$ cat src/rtl/div_unit.sv
// div_unit: 32-bit restoring divider for div/divu, one quotient bit per cycle.
// result_o = {remainder, quotient}; ready_o holds while the requester keeps start_i high.
module div_unit (
    input  logic        clk,
    input  logic        rst,
    input  logic        signed_div_i,
    input  logic [31:0] opdata1_i,
    input  logic [31:0] opdata2_i,
    input  logic        start_i,
    input  logic        annul_i,
    output logic [63:0] result_o,
    output logic        ready_o
);
    typedef enum logic [1:0] {S_FREE, S_BYZERO, S_ON, S_END} state_e;

    state_e      state_q, state_d;
    logic [5:0]  cnt_q, cnt_d;
    logic [31:0] r_q, r_d, q_q, q_d, d_q, d_d;
    logic        neg1_q, neg1_d, neg2_q, neg2_d;
    logic [63:0] result_q, result_d;
    logic        ready_q, ready_d;
    logic [32:0] diff;

    always_ff @(posedge clk or negedge rst) begin
        if (!rst) begin
            state_q  <= S_FREE;
            cnt_q    <= '0;
            r_q      <= '0;
            q_q      <= '0;
            d_q      <= '0;
            neg1_q   <= 1'b0;
            neg2_q   <= 1'b0;
            result_q <= '0;
            ready_q  <= 1'b0;
        end else begin
            state_q  <= state_d;
            cnt_q    <= cnt_d;
            r_q      <= r_d;
            q_q      <= q_d;
            d_q      <= d_d;
            neg1_q   <= neg1_d;
            neg2_q   <= neg2_d;
            result_q <= result_d;
            ready_q  <= ready_d;
        end
    end

    // Borrow in bit 32 means the shifted partial remainder is below the divisor.
    assign diff = {r_q, q_q[31]} - {1'b0, d_q};

    always_comb begin
        state_d  = state_q;
        cnt_d    = cnt_q;
        r_d      = r_q;
        q_d      = q_q;
        d_d      = d_q;
        neg1_d   = neg1_q;
        neg2_d   = neg2_q;
        result_d = result_q;
        ready_d  = ready_q;
        case (state_q)
            S_FREE: begin
                result_d = '0;
                ready_d  = 1'b0;
                if (start_i && !annul_i) begin
                    neg1_d  = signed_div_i & opdata1_i[31];
                    neg2_d  = signed_div_i & opdata2_i[31];
                    q_d     = neg1_d ? -opdata1_i : opdata1_i;
                    d_d     = neg2_d ? -opdata2_i : opdata2_i;
                    r_d     = '0;
                    cnt_d   = '0;
                    state_d = (opdata2_i == '0) ? S_BYZERO : S_ON;
                end
            end
            S_BYZERO: begin
                state_d  = S_END;
                result_d = '0;
                ready_d  = 1'b1;
            end
            S_ON: begin
                if (annul_i) begin
                    state_d = S_FREE;
                end else if (cnt_q != 6'd32) begin
                    r_d   = diff[32] ? {r_q[30:0], q_q[31]} : diff[31:0];
                    q_d   = {q_q[30:0], ~diff[32]};
                    cnt_d = cnt_q + 6'd1;
                end else begin
                    result_d = {neg1_q ? -r_q : r_q, (neg1_q ^ neg2_q) ? -q_q : q_q};
                    ready_d  = 1'b1;
                    state_d  = S_END;
                end
            end
            S_END: begin
                if (!start_i) begin
                    state_d  = S_FREE;
                    result_d = '0;
                    ready_d  = 1'b0;
                end
            end
            default: state_d = S_FREE;
        endcase
    end

    assign result_o = result_q;
    assign ready_o  = ready_q;
endmodule

$ cat config.mk
export PLATFORM = sky130hd
export DESIGN_NAME = div_unit
export DESIGN_NICKNAME = d
export VERILOG_FILES = /design/src/rtl/div_unit.sv
export SDC_FILE = /design/constraint.sdc
export NUM_CORES = 1
export LEC_CHECK = 0
export ABC_AREA = 0
export CORE_MARGIN = 2
export CORE_UTILIZATION = 40
export CTS_BUF_LIST = sky130_fd_sc_hd__clkbuf_4 sky130_fd_sc_hd__clkbuf_8
export DETAILED_ROUTE_END_ITERATION = 12
export SYNTH_ARGS = -nofsm -noshare
export SYNTH_HDL_FRONTEND = slang
export SYNTH_SLANG_ARGS = --single-unit
$ cat constraint.sdc
create_clock -name clk -period 5.53 [get_ports clk]
set_input_delay 1.106 -clock clk [delete_from_list [all_inputs] [get_ports clk]]
set_output_delay 1.106 -clock clk [all_outputs]
set_load 0.05 [all_outputs]
* Word level (Yosys, flattened, before mapping)
Cells that the tools add are included.
** Storage, ports and cells
- Word-level logic and storage cells :: 70
- Flip-flop bits (word level) :: 171
** Cells by class
- Equal/unequal tests :: 10
- Muxes and demuxes :: 31
- Bitwise gates (word level) :: 4
- Reduce and logical (&&, ||, !) cells :: 10
- Add/subtract/negate cells :: 6
** Operator list (number)
- $mux 32 :: 11
- $mux 64 :: 3
- $pmux 64 s3 :: 1
- $neg 32->32 :: 4
- $pmux 32 s2 :: 2
- $sub 33x32->33 :: 1
- $logic_not 32->1 :: 1
- $mux 6 :: 3
- $pmux 6 s2 :: 1
- $mux 2 :: 5
- $ne 2x2->1 const B :: 5
- $pmux 2 s4 :: 1
- $add 6x1->6 const B :: 1
- $ne 6x6->1 const B :: 1
- $reduce_and 3->1 :: 2
- $eq 2x2->1 const B :: 2
- $pmux 1 s4 :: 1
- $reduce_and 4->1 :: 1
- $mux 1 :: 3
- $ne 3x3->1 const B :: 1
- $and 1x1->1 :: 2
- $eq 2x1->1 const B :: 1
- $logic_not 2->1 :: 1
- $reduce_and 2->1 :: 1
- 6 further kinds :: 6

* Logic depth before layout (Yosys ltp)
Gate-level depths: netlist of the first run.
- Depth in word-level cells :: 5
- Gate-level depth with buffers :: 13
- Mapped depth without buffers :: 11

* Worst setup path after synthesis of the first run
Ideal clock, no wire load.
- Path type :: input-to-reg
- Start :: in opdata1_i[8]
- End :: reg q_q[31]
- Path buffers :: 0
- Arrival time :: 3216 ps
- Cell stages on the path :: 8
- Setup slack :: 2231 ps
- Path through :: or4_1 > or4_1 > nor4_1 > nor3b_2 > a31oi_1 > nor3b_1 > a21oi_1 > o21ai_0
** Between the ends
- Longest elaborated chain between the ends :: 4
** Ends and longest elaborated chain
- start, declared :: line 7 : input logic [31:0] opdata1_i,
- $neg 32->32 :: line 68 : q_d = neg1_d ? -opdata1_i : opdata1_i;
- $mux 32 :: line 68
- $mux 32 :: line 65 : if (start_i && !annul_i) begin
- $pmux 32 s2 :: line 61 : case (state_q)
- end signal, assigned :: line 39 : q_q <= q_d;
- end, declared :: line 18 : logic [31:0] r_q, r_d, q_q, q_d, d_q, d_d;
Every way passes these cells. The select of a mux whose other input is x is not followed.
A chain may end at the register's enable or synchronous reset.

* Final worst setup path of the first run
- Start :: reg q_q[31]
- End :: reg r_q[3]
** Between the ends
- Longest elaborated chain between the ends :: 5
** Ends and longest elaborated chain
- $sub 33x32->33 :: line 49 : assign diff = {r_q, q_q[31]} - {1'b0, d_q};
- $mux 32 :: line 84 : r_d = diff[32] ? {r_q[30:0], q_q[31]} : diff[31:0];
- $mux 32 :: line 83 : end else if (cnt_q != 6'd32) begin
- $mux 32 :: line 81 : if (annul_i) begin
- $pmux 32 s2 :: line 61
- end signal, assigned :: line 38 : r_q <= r_d;
- end, declared :: line 18
Every way passes these cells. The select of a mux whose other input is x is not followed.

==> results.toml, run 1 <==
[run_status]
status = "finished clean"

[drt]
totalWireLength_um = 31900
vias_per_cell = 5.45
vias = 10400
routedWlPerCell_um = 16.7
ant_nets = 0
drt-pass1-iter-count = 5
drc = 0
first_iter_violations = 693

[clocking]
cts_tree = "yes"
clk_latency_ns = 0.48
postCtsResizedCells = 0
clkTransAtPathRegs_ns = 0.11
cts_sinks = 171
cts_buffers = 17
root_buffer = "clkbuf_8"
cts_hold_buffers = 0
htree_levels = 4
cts_buffer_depth = 2
postCtsSetupBuffers = 0

[setup_path]
r2r-start = "q_q[31]$_DFFE_PN0P_"
worstReg2RegEnd = "r_q[3]$_DFFE_PN0P_"
cp-startpoint = "q_q[31]$_DFFE_PN0P_"
r2r_cells = 12
crit_required_ns = 5.89
worst_setup_path_start_kind = "flip-flop"
endpoint_kind = "flip-flop"
path_class = "reg2reg"
arrival_ns = 4.24
rrSetupSlack_ns = 1.65
cp_max_fo = 18

[cells_and_area]
fin_cells = 1914
fin_util_pct = 47.8
layout-drive-gt1-share_pct = 4.58
antenna_cells = 0
finalInstanceArea_sq_um = 13700
nNetsFinal = 1629
area_growth_syn_to_layout_pct = 17.8

[sta]
timing.setup.tns_ns = 0
fin_crit_sh_pct = 70.1
fmax_mhz = 258
setup_violations = 0
fin_skew_ns = 0.0175
relSlewSlack_pct = 24.6
slew_viol_final = 0
rsz0062_at_grt = "false"
hold_viol_final = 0
setup_ws_ns = 1.65
worstMarginPinSlew_ns = 1.13
finalCriticalPeriod_ns = 3.88

[yosys]
synth_top_family_by_area = "compound AO/OA/AOI/OAI gates"
synth_nets = 1541
synthMuxAreaShare_pct = 0.613
synth_most_common_cell = "nand2_1"
synth_xor_area_share_pct = 10.8
synth_adder_area_share_pct = 4.69
synth_commonest_cells = "nand2_1 (244), dfrtp_1 (171), o21ai_0 (166)"
synth.largest_area_cell = "dfrtp_1"
synth_area_sq_um = 11600
synth_top_area_share_pct = 36.8
synthTopCellsByArea = "dfrtp_1 (37%), nand2_1 (7.9%), o21ai_0 (7.1%), xor2_1 (5.8%), xnor2_1 (5.0%)"
synth-async-reset-ratio_pct = 100
synth-edff-count = 0
synth-simple-area-share_pct = 20.4
ys_seq_elements = 171
synthFlopType = "dfrtp_1"
synth_cell_type_count = 68
yosysSeqAreaShare_pct = 36.8
synth_compound_area_share_pct = 22.1
yosys_warnings = 0
synthCells = 1429
avgSynthCellArea_sq_um = 8.14

[floorplan]
die_h_um = 174
initial_utilization_pct = 40.6
die_x_um = 174
num_io_pins = 134
core.rowCount = 62
design.core.area_sq_um = 28600
die-area_sq_um = 30400

[global_route]
antenna_found_initial = 0
grt_pass1_vias = 9921
grt-ovfl-total = 0
grt_max_degree = 95
grt.total_usage_pct = 21.4
grt_pass1_wl_um = 53100

[power]
pwr-share-clk_pct = 10.7
ir_worst_vdd_mv = 0.270
p_int_mw = 4.46
pwr-share-seq_pct = 25.9
pwr_density_cell_nw_per_um2 = 674
pwr-share-comb_pct = 63.4
netSwitchingFraction_pct = 51.6
power.switching_mw = 4.76
p_leak_nw = 5.72

[worst_hold_path]
holdCritStartpoint = "result_o[17]$_DFFE_PN0P_"
holdPathEnd = "result_o[17]$_DFFE_PN0P_"
worstHoldPathType = "reg2reg"
min_path_cells = 2

[placed_design]
port-buffer-count = 133
dp_slack_ns = 1.33
placedCellCount = 1882
gp_congestion = 0.880
placed_area_sq_um = 13300
dp_hpwl_um = 24000

[run]
max-cap-violations = 0
final cells by class:
type,instances,area (sq um)
clock inverter,14,184
timing repair buffer,149,1470
fill,2801,14900
multi-input combinational,1122,6830
clock buffer,18,248
sequential,171,4280
inverter,56,210
tap,384,480
how the worst max path moves through the flow:
stage / to / slack [ns] / cells after the start
floorplan: q_q[31]$_DFFE_PN0P_ / 2.23 / 8
global placement: state_q[1]$_DFFE_PN0P_ / 1.39 / 9
detailed placement: state_q[1]$_DFFE_PN0P_ / 1.33 / 9
CTS: r_q[3]$_DFFE_PN0P_ / 1.67 / 12
global route: r_q[3]$_DFFE_PN0P_ / 1.45 / 12
finish: r_q[3]$_DFFE_PN0P_ / 1.65 / 12
state kept, by name, summed over array words and instances, names as in the netlist:
| signal | flops |
|---|---|
| neg1_q | 1 |
| neg2_q | 1 |
| ready_o | 1 |
| cnt_q | 6 |
| d_q | 32 |
| r_q | 32 |
| result_o | 64 |
| state_q | 2 |
| q_q | 32 |
per-stage QoR:
step                hold WS [ns]  power (mW)
CTS                        0.493        9.25
floorplan                  0.450        6.64
global route               0.507        10.0
global placement           0.461        8.19
finish                     0.483        9.22
detailed placement         0.470        8.25
per-layer routing:
metal | vias to the layer above | track usage, % | wire (um)
li1 | 5226 | - | -
met1 | 4917 | 31.4 | 15800
met2 | 258 | 33.2 | 14100
met3 | 33 | 2.62 | 1390
met4 | 0 | 6.09 | 631
met5 | - | 0 | 0
critical path, cell delays in order, from the launching register on:
cell and delay, ns:
dfrtp_1 0.40, inv_1 0.09, ha_1 0.23, fa_1 0.40, nand2b_1 0.18, a21o_1 0.19, a21oi_1 0.25, a31oi_1 0.28
o21ai_1 0.40, a21o_1 0.59, buf_4 0.33, a21oi_1 0.09, a311o_1 0.33
power by group through the flow:
stage	sequential, mW	combinational [mW]	clock (mW)
floorplan	2.62	4.02	0
global placement	2.39	5.80	0
detailed placement	2.40	5.84	0
CTS	2.38	5.86	1.01
global route	2.47	6.49	1.06
finish	2.39	5.85	0.989
kinds of logic after synthesis:
logic type | count (synthesis)
muxes | 7
DFF | 171
adders and majority gates | 43
xor gates and xnor gates | 143
and+or+nand+nor | 508
AOI/OAI and AO/OA | 421
buffers and inverters | 136
cells in the final DEF (no fill, tap or decap), drive strengths merged, types with 8 or more instances in the layout:
| cell | netlist | routed |
|---|---|---|
| nand2 | 244 | 244 |
| o21ai | 173 | 173 |
| dfrtp | 171 | 171 |
| clkdlybuf4s50 | 0 | 132 |
| a21oi | 93 | 93 |
| nor2 | 87 | 87 |
| xor2 | 77 | 77 |
| xnor2 | 66 | 66 |
| inv | 56 | 61 |
| o31ai | 42 | 42 |
| ha | 42 | 42 |
| o211ai | 32 | 32 |
| nand3 | 27 | 27 |
| nand4 | 25 | 25 |
| nor3 | 23 | 23 |
| a21o | 20 | 20 |
| or3 | 20 | 20 |
| clkbuf | 68 | 18 |
| buf | 12 | 17 |
| nor4 | 16 | 16 |
| or4 | 13 | 13 |
| nor2b | 10 | 10 |
| nand2b | 9 | 9 |
| and3 | 8 | 8 |
| and2 | 8 | 8 |
| o41ai | 8 | 8 |
Power figures use the tool's default switching activity.
==> run 2, diff against run 1 <==
==> constraint.sdc (replaced) <==
create_clock -name clk -period 3.2 [get_ports clk]
set_input_delay 0.64 -clock clk [delete_from_list [all_inputs] [get_ports clk]]
set_output_delay 0.64 -clock clk [all_outputs]
set_load 0.05 [all_outputs]
==> results.toml, run 2 (synthesis results as in run 1) <==
[cells_and_area]
antenna_cells = 0
largest_reg_flops = 64
fin_cells = 1982
nNetsFinal = 1698
area_growth_syn_to_layout_pct = 23.0
mostFrequentLayoutCell = "nand2_1"
layout_common_cells = "nand2_1 (243), dfrtp_1 (171), o21ai_0 (166), clkdlybuf4s50_1 (132), a21oi_1 (92)"
layout-drive-gt1-share_pct = 9.07

[drt]
drt-pass1-iter-count = 5
routedWlPerCell_um = 16.3
totalWireLength_um = 32300
drc = 0
ant_nets = 0
first_iter_violations = 782
vias = 10600
vias_per_cell = 5.35

[power]
pwr-share-seq_pct = 24.0
pwr-share-clk_pct = 10.0
ir_worst_vdd_mv = 0.619
pwr-share-comb_pct = 66.1
p_int_mw = 8.24
p_leak_nw = 6.08
power.switching_mw = 8.41
pwr_density_cell_nw_per_um2 = 1160
netSwitchingFraction_pct = 50.5

[floorplan]
initial_utilization_pct = 40.6
die_h_um = 174
design.core.area_sq_um = 28600
die-area_sq_um = 30400
num_io_pins = 134
die_x_um = 174
core.rowCount = 62

[global_route]
grt_pass1_wl_um = 53700
busiest_layer = "met2"
grt_max_degree = 67
use_met3_pct = 2.80
grt_pass1_vias = 10100
grt.total_usage_pct = 21.6
grt-ovfl-total = 0
antenna_found_initial = 0
use_met1_pct = 31.9
use_met2_pct = 34.0

[sta]
fin_crit_sh_pct = 94.9
timing.setup.tns_ns = 0
hold_viol_final = 0
hold_slack_ns = 0.144
slew_viol_final = 0
setup_violations = 0
relSlewSlack_pct = 36.2
rsz0062_at_grt = "false"
finalCriticalPeriod_ns = 3.04
worstMarginPinSlew_ns = 0.950
fmax_mhz = 329
fin_skew_ns = 0.0200

[setup_path]
r2r-start = "r_q[1]$_DFFE_PN0P_"
path_class = "reg2reg"
rrSetupSlack_ns = 0.16
endpoint_kind = "flip-flop"
arrival_ns = 3.37
cp_max_fo = 5
worstReg2RegEnd = "result_o[63]$_DFFE_PN0P_"
worst_setup_path_start_kind = "flip-flop"
crit_required_ns = 3.53
r2r_cells = 8

[run_status]
status = "finished clean"

[placed_design]
port-buffer-count = 133
dp_hpwl_um = 24900
gp_congestion = 0.855
placedCellCount = 1951

[clocking]
cts_tree = "yes"
cts_buffers = 17
cts_sinks = 171
clkTransAtPathRegs_ns = 0.10
htree_levels = 4
clk_latency_ns = 0.47
root_buffer = "clkbuf_8"
cts_buffer_depth = 2

[worst_hold_path]
worstHoldPathType = "in2async"

[run]
max-cap-violations = 0
run 2: changes by cell type in the layout (fill, tap and decap cells not counted), sizes merged:
cell / delta
inv: -1
clkinv: -1
clkbuf: +1
buf: +69
run 2: worst max path at each step:
stage | startpoint | endpoint | cells past startpoint
2_1_floorplan | q_q[31]$_DFFE_PN0P_ | r_q[14]$_DFFE_PN0P_ | 13
6_report | r_q[1]$_DFFE_PN0P_ | result_o[63]$_DFFE_PN0P_ | 8
5_1_grt | d_q[1]$_DFFE_PN0P_ | r_q[23]$_DFFE_PN0P_ | 12
3_5_place_dp | opdata1_i[8] | q_q[30]$_DFFE_PN0P_ | 12
3_3_place_gp | opdata1_i[8] | q_q[23]$_DFFE_PN0P_ | 11
4_1_cts | r_q[0]$_DFFE_PN0P_ | result_o[62]$_DFFE_PN0P_ | 9
run 2: power groups by stage:
stage                     sequential [mW]  clock, mW  combinational, mW
after floorplan                      4.52          0               6.95
after global placement               3.99          0               10.7
after detailed placement             4.02          0               10.8
after global routing                 4.11       1.79               12.2
final                                3.99       1.66               11.0
after CTS                            3.98       1.70               10.9
run 2: repair_timing:
item / 4_1_cts / 5_1_grt
gates resized for setup: 0 / 10
endpoints found under the setup margin: 0 / 31
setup buffers: 0 / 0
hold buffers: 0 / 0
run 2: layout make-up:
cell class,instances,area (sq um)
repair buffers,218,2050
inverters,56,210
flip-flops and latches,171,4280
multi-input cells,1122,6860
clock inverters,12,164
fillers,2745,14300
well taps,384,480
clock buffers,19,255
run 2: per-layer routing:
metal / up-vias / part of all wire (%)
met3: 24 / 4.3
met5: - / 0
met4: 0 / 1.1
met1: 4981 / 50
li1: 5366 / -
met2: 237 / 44
run 2: through the flow:
stage / cell area (sq um) / setup slack [ns] / utilization (%) / power [mW]
detailed placement: 13800 / -0.176 / 48.4 / 14.9
global placement: 13800 / -0.254 / 48.4 / 14.7
finish: 14300 / 0.164 / 49.9 / 16.6
CTS: 14300 / 0.0560 / 49.8 / 16.6
global route: 14300 / 0.00512 / 49.9 / 18.1
floorplan: 11600 / 0.167 / - / 11.5
run 2: worst max-delay path, cell delays in order (launching register included):
cell,delay (ns)
dfrtp_1,0.44
or3_1,0.44
or4_4,0.47
or4_4,0.47
or4_4,0.48
o21ai_4,0.19
nand2_1,0.09
xnor2_1,0.23
o21ai_1,0.09
==> run 3, diff against run 2 <==
==> constraint.sdc (replaced) <==
create_clock -name clk -period 3.35 [get_ports clk]
set_input_delay 0.67 -clock clk [delete_from_list [all_inputs] [get_ports clk]]
set_output_delay 0.67 -clock clk [all_outputs]
set_load 0.05 [all_outputs]
==> results.toml, run 3 (synthesis results as in run 1) <==
[power]
pwr-share-comb_pct = 66.2
pwr-share-clk_pct = 9.2
pwr_density_cell_nw_per_um2 = 1100
power.switching_mw = 7.94
pwr-share-seq_pct = 24.6
p_leak_nw = 5.96
netSwitchingFraction_pct = 51.4
p_int_mw = 7.52
ir_worst_vdd_mv = 0.549

[global_route]
grt_pass1_vias = 10000
grt.total_usage_pct = 21.5
grt-ovfl-total = 0
antenna_found_initial = 0
grt_max_degree = 74
grt_pass1_wl_um = 53000

[floorplan]
die-area_sq_um = 30400
core.rowCount = 62
die_x_um = 174
num_io_pins = 134
design.core.area_sq_um = 28600
initial_utilization_pct = 40.6
die_h_um = 174

[run]
max-cap-violations = 0

[setup_path]
cp_max_fo = 18
worstPathCellList = "inv_1 -> ha_1 -> fa_1 -> nand2b_1 -> a21o_1 -> a21oi_1 -> a31oi_1 -> o21ai_2 -> nand3_1 -> and2_1 -> buf_12 -> a311o_1"
max_stage_delay_ns = 0.40
r2r_cells = 12
path_class = "reg2reg"
arrival_ns = 3.46
rrSetupSlack_ns = 0.24
endpoint_kind = "flip-flop"
slowest_stage = "dfrtp_1"
crit_required_ns = 3.70
worst_setup_path_start_kind = "flip-flop"

[drt]
totalWireLength_um = 32200
drc = 0
vias_per_cell = 5.39
routedWlPerCell_um = 16.4
dr_wl_met2_um = 14600
first_iter_violations = 710
vias = 10600
route.met3.wl_um = 1260
wl_met1_um = 15800
dr.max_layer_used = "met4"
drt-pass1-iter-count = 6
ant_nets = 0

[clocking]
htree_levels = 4
cts_sinks = 171
clk_latency_ns = 0.47
cts_tree = "yes"
clkTransAtPathRegs_ns = 0.10
cts_buffer_depth = 2
root_buffer = "clkbuf_8"
cts_buffers = 17
cts_hold_buffers = 0

[cells_and_area]
layout-drive-gt1-share_pct = 7.66
finalInstanceArea_sq_um = 14100
largest_reg_flops = 64
antenna_cells = 0
area_growth_syn_to_layout_pct = 20.9
layout_common_cells = "nand2_1 (243), dfrtp_1 (171), o21ai_0 (166), clkdlybuf4s50_1 (132), a21oi_1 (93)"
fin_util_pct = 49.1
mostFrequentLayoutCell = "nand2_1"
nNetsFinal = 1678

[sta]
fin_skew_ns = 0.0173
fin_crit_sh_pct = 93.0
finalCriticalPeriod_ns = 3.11
hold_slack_ns = 0.217
relSlewSlack_pct = 44.2
hold_viol_final = 0
rsz0062_at_grt = "false"
setup_violations = 0
fmax_mhz = 321
slew_viol_final = 0
worstMarginPinSlew_ns = 0.831

[placed_design]
placed_area_sq_um = 13700
gp_congestion = 0.866
port-buffer-count = 133
dp_hpwl_um = 24800

[worst_hold_path]
worstHoldPathType = "in2async"

[run_status]
status = "finished clean"
-- run 3: cell types whose count changed in the layout (fill, tap and decap cells not counted), moves of 2 or more --
cell / previous run / this run
bufinv_16: 3 / 1
clkinv_2: 1 / 6
buf_4: 79 / 59
o31ai_2: 2 / 0
o311ai_1: 2 / 0
o31ai_1: 40 / 42
o311ai_0: 4 / 6
-- run 3: critical path: cells and delay by family (launching register included) --
| family | cells | cell delay, ns |
|---|---|---|
| AO/OA/AOI/OAI | 5 | 1.17 |
| adder cells (fa/ha/maj) | 2 | 0.63 |
| buffers and inverters | 2 | 0.26 |
| flip-flops | 1 | 0.40 |
| AND/OR/NAND/NOR | 3 | 0.53 |
-- run 3: metrics by stage --
stage               worst slack [ns]  total power [mW]  std cells  setup TNS [ns]
global route                  0.0108              16.8       1963               0
finish                         0.235              15.5       1963               0
floorplan                      0.317              11.0       1429               0
CTS                            0.135              15.5       1963               0
global placement              -0.139              13.9       1931          -0.531
detailed placement            -0.133              14.0       1931          -0.486
-- run 3: power by group through the flow --
stage | registers (mW) | clock network, mW | logic (mW)
2_1_floorplan | 4.32 | 0 | 6.64
3_3_place_gp | 3.80 | 0 | 10.1
3_5_place_dp | 3.83 | 0 | 10.2
4_1_cts | 3.79 | 1.44 | 10.2
5_1_grt | 3.92 | 1.53 | 11.4
6_report | 3.80 | 1.42 | 10.2
-- run 3: final timing paths --
kind	endpoint	start
max	r_q[9]$_DFFE_PN0P_	q_q[31]$_DFFE_PN0P_
min	q_q[10]$_DFFE_PN0P_	rst
max reg2reg	r_q[9]$_DFFE_PN0P_	q_q[31]$_DFFE_PN0P_
min reg2reg	result_o[11]$_DFFE_PN0P_	result_o[11]$_DFFE_PN0P_
max in group asynchronous	d_q[18]$_DFFE_PN0P_	rst
min in group clk	result_o[11]$_DFFE_PN0P_	result_o[11]$_DFFE_PN0P_
-- run 3: what timing repair did --
item	CTS	global route
setup buffers	0	0
resized for setup	0	3
setup endpoints to repair	0	14
-- run 3: layout make-up --
class / instances / area, sq um
Clock inverter: 14 / 121
Tap cell: 384 / 480
Clock buffer: 18 / 241
Sequential cell: 171 / 4280
Multi-Input combinational cell: 1122 / 6830
Fill cell: 2790 / 14600
Inverter: 56 / 210
Timing Repair Buffer: 198 / 1890
-- run 3: routing by layer --
layer | GRT usage, % | up-vias
met3 | 2.25 | 25
li1 | - | 5343
met4 | 5.81 | 0
met2 | 34.3 | 218
met5 | 0 | -
met1 | 31.0 | 4985
